==> src/rtl/fc_argmax_reader.sv <==
// Dense classifier head: reads conv-3 activations from temp RAM, computes
// OUT_LEN dot products plus bias, and reports the argmax class and its score.
module fc_argmax_reader #(
  parameter int unsigned IN_LEN    = 60,
  parameter int unsigned OUT_LEN   = 10,
  parameter int unsigned FRAC_BITS = 16
) (
  input  logic        Clk,
  input  logic        Reset,
  input  logic        start,
  output logic [13:0] temp_addr,
  input  logic [31:0] temp_q,
  output logic [13:0] weight_addr,
  input  logic [31:0] curweight,
  output logic [9:0]  bias_addr,
  input  logic [31:0] curbias,
  output logic [3:0]  digit,
  output logic [31:0] score,
  output logic        busy,
  output logic        ready
);

  localparam int unsigned AW  = 14;
  localparam int unsigned BW  = 10;
  localparam int unsigned DW  = 32;
  localparam int unsigned PW  = 2 * DW;
  localparam int unsigned JW  = 4;

  localparam logic [AW-1:0] I_LAST = AW'(IN_LEN - 1);
  localparam logic [JW-1:0] J_LAST = JW'(OUT_LEN - 1);

  typedef enum logic [2:0] {
    IDLE       = 3'd0,
    BIAS_ADDR  = 3'd1,
    BIAS_LATCH = 3'd2,
    MAC_ADDR   = 3'd3,
    MAC_ACC    = 3'd4,
    COMPARE    = 3'd5,
    DONE       = 3'd6
  } state_t;

  state_t                state_q, state_d;
  logic [AW-1:0]         i_q, i_d;
  logic [JW-1:0]         j_q, j_d;
  logic signed [DW-1:0]  acc_q, acc_d;
  logic signed [DW-1:0]  best_q, best_d;
  logic [JW-1:0]         win_q, win_d;
  logic [JW-1:0]         digit_q, digit_d;
  logic [DW-1:0]         score_q, score_d;
  logic                  busy_q, busy_d;
  logic                  ready_q, ready_d;

  logic signed [PW-1:0]  prod_c;
  logic signed [DW-1:0]  term_c;
  logic                  take_c;

  // Full-width signed product, rescaled and truncated to the accumulator width
  always_comb begin
    prod_c = PW'($signed(temp_q)) * PW'($signed(curweight));
    term_c = DW'(prod_c >>> FRAC_BITS);
  end

  // Read addresses decode straight from the counters so they stay stable across states
  always_comb begin
    temp_addr   = i_q;
    weight_addr = AW'(32'(j_q) * 32'(IN_LEN) + 32'(i_q));
    bias_addr   = BW'(j_q);
  end

  // Next-state and datapath update logic
  always_comb begin
    state_d = state_q;
    i_d     = i_q;
    j_d     = j_q;
    acc_d   = acc_q;
    best_d  = best_q;
    win_d   = win_q;
    digit_d = digit_q;
    score_d = score_q;
    take_c  = (j_q == '0) || (acc_q > best_q);

    unique case (state_q)
      IDLE: begin
        if (start) begin
          j_d     = '0;
          state_d = BIAS_ADDR;
        end
      end
      BIAS_ADDR: begin
        state_d = BIAS_LATCH;
      end
      BIAS_LATCH: begin
        acc_d   = $signed(curbias);
        i_d     = '0;
        state_d = MAC_ADDR;
      end
      MAC_ADDR: begin
        state_d = MAC_ACC;
      end
      MAC_ACC: begin
        acc_d = acc_q + term_c;
        if (i_q == I_LAST) begin
          state_d = COMPARE;
        end else begin
          i_d     = i_q + AW'(1);
          state_d = MAC_ADDR;
        end
      end
      COMPARE: begin
        if (take_c) begin
          best_d = acc_q;
          win_d  = j_q;
        end
        if (j_q == J_LAST) begin
          // Publish the final result together with the ready pulse
          digit_d = take_c ? j_q : win_q;
          score_d = take_c ? acc_q : best_q;
          state_d = DONE;
        end else begin
          j_d     = j_q + JW'(1);
          state_d = BIAS_ADDR;
        end
      end
      DONE: begin
        state_d = IDLE;
      end
      default: begin
        state_d = IDLE;
      end
    endcase

    busy_d  = (state_d != IDLE);
    ready_d = (state_d == DONE);
  end

  // State and datapath registers with synchronous reset
  always_ff @(posedge Clk) begin
    if (Reset) begin
      state_q <= IDLE;
      i_q     <= '0;
      j_q     <= '0;
      acc_q   <= '0;
      best_q  <= '0;
      win_q   <= '0;
      digit_q <= '0;
      score_q <= '0;
      busy_q  <= 1'b0;
      ready_q <= 1'b0;
    end else begin
      state_q <= state_d;
      i_q     <= i_d;
      j_q     <= j_d;
      acc_q   <= acc_d;
      best_q  <= best_d;
      win_q   <= win_d;
      digit_q <= digit_d;
      score_q <= score_d;
      busy_q  <= busy_d;
      ready_q <= ready_d;
    end
  end

  assign digit = digit_q;
  assign score = score_q;
  assign busy  = busy_q;
  assign ready = ready_q;

endmodule

==> config.mk <==
export PLATFORM = sky130hd
export DESIGN_NAME = fc_argmax_reader
export DESIGN_NICKNAME = d
export VERILOG_FILES = /design/src/rtl/fc_argmax_reader.sv
export SDC_FILE = /design/constraint.sdc
export NUM_CORES = 2
export LEC_CHECK = 0
export ABC_AREA = 0
export BUFFER_PORTS_ARGS = -buffer_cell sky130_fd_sc_hd__buf_2
export CORE_UTILIZATION = 45
export DETAILED_ROUTE_END_ITERATION = 8
export PLACE_DENSITY = 0.72
export SETUP_SLACK_MARGIN = 0.4
export SYNTH_ARGS = -nofsm -noshare
export SYNTH_HDL_FRONTEND = slang
export SYNTH_SLANG_ARGS = --single-unit
==> constraint.sdc <==
create_clock -name Clk -period 11.4 [get_ports Clk]
set_input_delay 2.28 -clock Clk [delete_from_list [all_inputs] [get_ports Clk]]
set_output_delay 2.28 -clock Clk [all_outputs]
set_load 0.005 [all_outputs]
; ---- After elaboration in Yosys (flattened, before gate mapping)
; Cells that the tools add are included.
[totals]
reg_bits = 127
inputBits = 99
output_inout_bits = 76
elab_cells = 49
[classes]
addsub = 4
multipliers = 2
n_lt_le_gt_ge = 1
eq_ne = 11
n_mux = 12
n_reduce_logical = 9
[ops]
columns = cell, count
row1 = $pmux W32 S2, 1
row2 = $mul A32 B32 Y48, 1
row3 = $add A32 B32 Y32, 1
row4 = $gt A32 B32 Y1, 1
row5 = $mux W32, 1
row6 = $pmux W14 S2, 1
row7 = $pmux W3 S6, 1
row8 = $add A10 B14 Y14, 1
row9 = $add A14 B1 Y14 const B, 1
row10 = $eq A14 B6 Y1 const B, 1
row11 = $mux W14, 1
row12 = $mux W4, 3
row13 = $eq A3 B3 Y1 const B, 3
row14 = $mux W3, 3
row15 = $mul A4 B4 Y8 const B, 1
row16 = $pmux W4 S2, 1
row17 = $eq A3 B2 Y1 const B, 2
row18 = $ne A2 B2 Y1 const B, 3
row19 = $add A4 B1 Y4 const B, 1
row20 = $eq A4 B4 Y1 const B, 1
row21 = $logic_not A4 Y1, 1
row22 = $reduce_and A2 Y1, 2
row23 = $reduce_bool A2 Y1, 2
row24 = $eq A3 B1 Y1 const B, 1
row25 = 4 further kinds, 4

; ---- Longest topological paths before layout
[depth]
ltp_word = 4
depth_mapped = 38
mapped_depth_nobuf = 37

; ---- Worst setup path before layout
; Ideal clock, no wire load.
[synth_path]
path_kind = input-to-reg
start = in curweight[5]
end = reg acc_q[19]
setup_ns = 0.091
t_arrival_ns = 10.676
required_time_ns = 11.309
path_slack_ns = 0.633
path_stages = 34
path_buffers = 1
path_cell_list = clkbuf_1 -> and2_1 -> fa_1 -> fa_1 -> fa_1 -> inv_1 -> fa_1 -> inv_1 -> fa_1 -> inv_1 -> fa_1 -> inv_1 -> fa_1 -> fa_1 -> ha_1 -> and4_1 -> a221oi_1 -> nand2_1 -> a31o_2 -> a21oi_1 -> o21bai_1 -> a21oi_1 -> xnor2_1 -> ha_1 -> and3_1 -> a221o_1 -> a31oi_1 -> a21oi_1 -> or2_2 -> a21o_1 -> a21oi_1 -> xnor2_1 -> nor2_1 -> a311oi_1
[synth_between]
elab_chain_cells = 3
[synth_rtl]
columns = element, line_no
row1 = start: declaration, 14  ; input logic [31:0] curweight,
row2 = $mul A32 B32 Y48, 59  ; prod_c = PW'($signed(temp_q)) * PW'($signed(curweight));
row3 = $add A32 B32 Y32, 101  ; acc_d = acc_q + term_c;
row4 = $pmux W32 S2, 82  ; unique case (state_q)
row5 = end signal: assignment, 142  ; acc_q <= '0;
row6 = end signal: assignment, 153  ; acc_q <= acc_d;
row7 = end: declaration, 45  ; logic signed [DW-1:0] acc_q, acc_d;
; Every way passes these cells.
; A chain may end at the register's enable or synchronous reset.

; ---- Worst setup path after layout
[layout_path]
start = in curweight[2]
end = reg acc_q[29]
; The elaborated chain is that of the path after synthesis.

==> results_dict.tcl <==
set metrics [dict create \
    grt_pass1_vias 29200 \
    synthTopCellsByArea "fa_1 (45%), ha_1 (8.6%), inv_1 (8.6%)" \
    grtUsageTotal 0.234 \
    die_area_mm2 0.0839 \
    clk_latency_ns 0.43 \
    fin_util 0.491 \
    synth-async-reset-ratio 0 \
    layout.nets 5401 \
    final_common_cell "inv_1" \
    grt_pass1_wl_mm 155 \
    clockBufferDepth 2 \
    vias 27600 \
    ys_warn_count 0 \
    num-fill-cells 7667 \
    syn_area_per_cell_um2 9.03 \
    fin_crit_ns 10.69 \
    ys_ff_latch 127 \
    io_pins 175 \
    relSlewSlack 0.341 \
    mostFrequentLayoutCells "inv_1 (850), fa_1 (844), and2_1 (501)" \
    start_util 0.454 \
    path_class "in2reg" \
    max_clock_freq_mhz 93.6 \
    path_max_fanout 14 \
    ff2ff_path_depth 12 \
    synth_top_area_cell "fa_1" \
    clock-sinks 127 \
    clockRootBuffer "clkbuf_16" \
    area_delta_synth_final_pct 8.21 \
    drc 0 \
    wl_per_cell_um 17.9 \
    clk_pin_slew_ns 0.06 \
    antenna_found_initial 5 \
    final_max_slew_viol_count 0 \
    grt_max_degree 85 \
    status "complete, no violations" \
    finalSetupViolations 0 \
    tightestPinTransition_ns 0.988 \
    dr.pass1.iters 5 \
    tns_ns 0 \
    cp_slowest_cell "fa_1" \
    coreArea_mm2 0.0820 \
    gr-total-overflow 0 \
    drtIter0Drc 1502 \
    cts_tree "yes" \
    drv_cap 0 \
    synth.distinct_cells 70 \
    end_kind "flip-flop" \
    avgViaCountPerCell 5.22 \
    drive_above_1_share 0.0890 \
    arrival_ns 11.02 \
    cts.htree.levels 4 \
    crit_top_cell "fa_1" \
    yosysTopAreaCellShare 0.454 \
    die_y_um 290 \
    drt.antenna.violating_nets 0 \
    setup.worst_path.start_class "primary input" \
    fin_crit_sh 0.937 \
    synth_edf_count 0 \
    cts_buffers 17 \
    finalHoldViolations 0 \
    slowest_delay_ns 0.56 \
    syn_area_mm2 0.0372 \
    holdBufCountCts 0 \
    place_congestion 0.879 \
    synthFlopType "dfxtp_1" \
    hold_depth 2 \
    skew_ns 0.0117 \
    required_ns 11.74 \
    die_x_um 290 \
    grt_setup_unrepaired "true" \
    rows 105 \
    synthCells 4124 \
    io_buffers 168 \
    synth_seq_area_share 0.0683 \
    hold_class "reg2reg" \
    routed_wl_mm 94.7 \
    post-dp-hpwl_mm 81.0 \
]
[cell families (layout without fill, tap and decap cells)]
family,count (synthesis),count (layout),share of synthesized area
simple gates,1269,1269,0.171
fa+ha+maj,1100,1100,0.540
compound gates,378,378,0.0689
xor+xnor,127,127,0.0299
flops,127,127,0.0683
buf+inv,1084,1168,0.112
other cells,1,11,0.000101
mux,38,38,0.0102
[routing by layer]
layer	global-route usage	wire length [um]	up-vias
met1	0.295	37100	14200
met5	0	0	-
met2	0.422	50300	757
met4	0.0770	3240	0
li1	-	-	12500
met3	0.0209	4080	173
[timing repair]
action	CTS	global route
cloned	0	0
endpoints found under the setup margin	3	19
setup buffers	0	1
resized for setup	2	60
pin swaps	0	17
[cells in the mapped netlist (6+ instances only)]
cell type,instances
nand2_1,501
nor3_1,14
o21a_1,10
and3_1,9
nand2b_1,13
a31o_2,7
a31oi_1,7
a221oi_1,6
buf_6,9
dfxtp_1,127
a21oi_1,119
and2_1,502
xnor2_1,84
buf_4,8
nor2b_1,17
a311oi_1,19
xor2_1,43
a211oi_1,44
or3_1,7
a21o_1,79
nand4_1,12
ha_1,255
inv_1,850
o211ai_1,7
clkbuf_1,206
fa_1,845
buf_1,8
o21bai_1,11
nand3_1,54
mux2i_1,38
nor2_1,119
o21ai_0,29
[final timing paths]
kind	start	slack [ns]	endpoint
hold reg to reg	score[4]$_SDFFE_PP0P_	0.49	score[4]$_SDFFE_PP0P_
setup / recovery	curweight[2]	0.71	acc_q[29]$_SDFFE_PP0P_
hold / removal	score[4]$_SDFFE_PP0P_	0.49	score[4]$_SDFFE_PP0P_
setup reg to reg	acc_q[1]$_SDFFE_PP0P_	6.97	score[15]$_SDFFE_PP0P_
[worst max-delay path, delay by kind of cell]
family	cells	cell delay, ns
adder cells (fa/ha/maj)	10	4.61
buffers and inverters	6	0.78
AND/OR/NAND/NOR	7	0.96
XOR/XNOR	2	0.30
AO/OA/AOI/OAI	10	2.06
[cell type report]
type | instances | area [um^2] | area share
Multi-Input combinational cell | 2918 | 30800 | 0.763
Inverter | 850 | 3190 | 0.0792
Sequential cell | 127 | 2540 | 0.0631
Timing Repair Buffer | 288 | 1820 | 0.0451
Tap cell | 1070 | 1340 | 0.0332
Clock buffer | 20 | 467 | 0.0116
Clock inverter | 10 | 161 | 0.00401
Antenna cell | 5 | 12.5 | 0.000311
[metrics by stage]
step / cells / area, um^2 / hold slack, ns / setup slack [ns]
floorplan: 4129 / 37200 / 0.485 / 0.633
global placement: 5252 / 39400 / 0.485 / 0.0615
detailed placement: 5252 / 39400 / 0.489 / -0.0599
CTS: 5282 / 40000 / 0.497 / 0.439
global route: 5287 / 40300 / 0.522 / 0.360
finish: 5288 / 40300 / 0.493 / 0.715
[state kept, by name, summed over array words and instances, names as in the netlist]
signal / flops
acc_q: 32
best_q: 32
score: 32
temp_addr: 14
digit: 4
j_q: 4
win_q: 4
state_q: 3
busy: 1
ready: 1
Power is not shown: default switching activity piles up to over one toggle a cycle in this logic, so the estimate is an artifact.
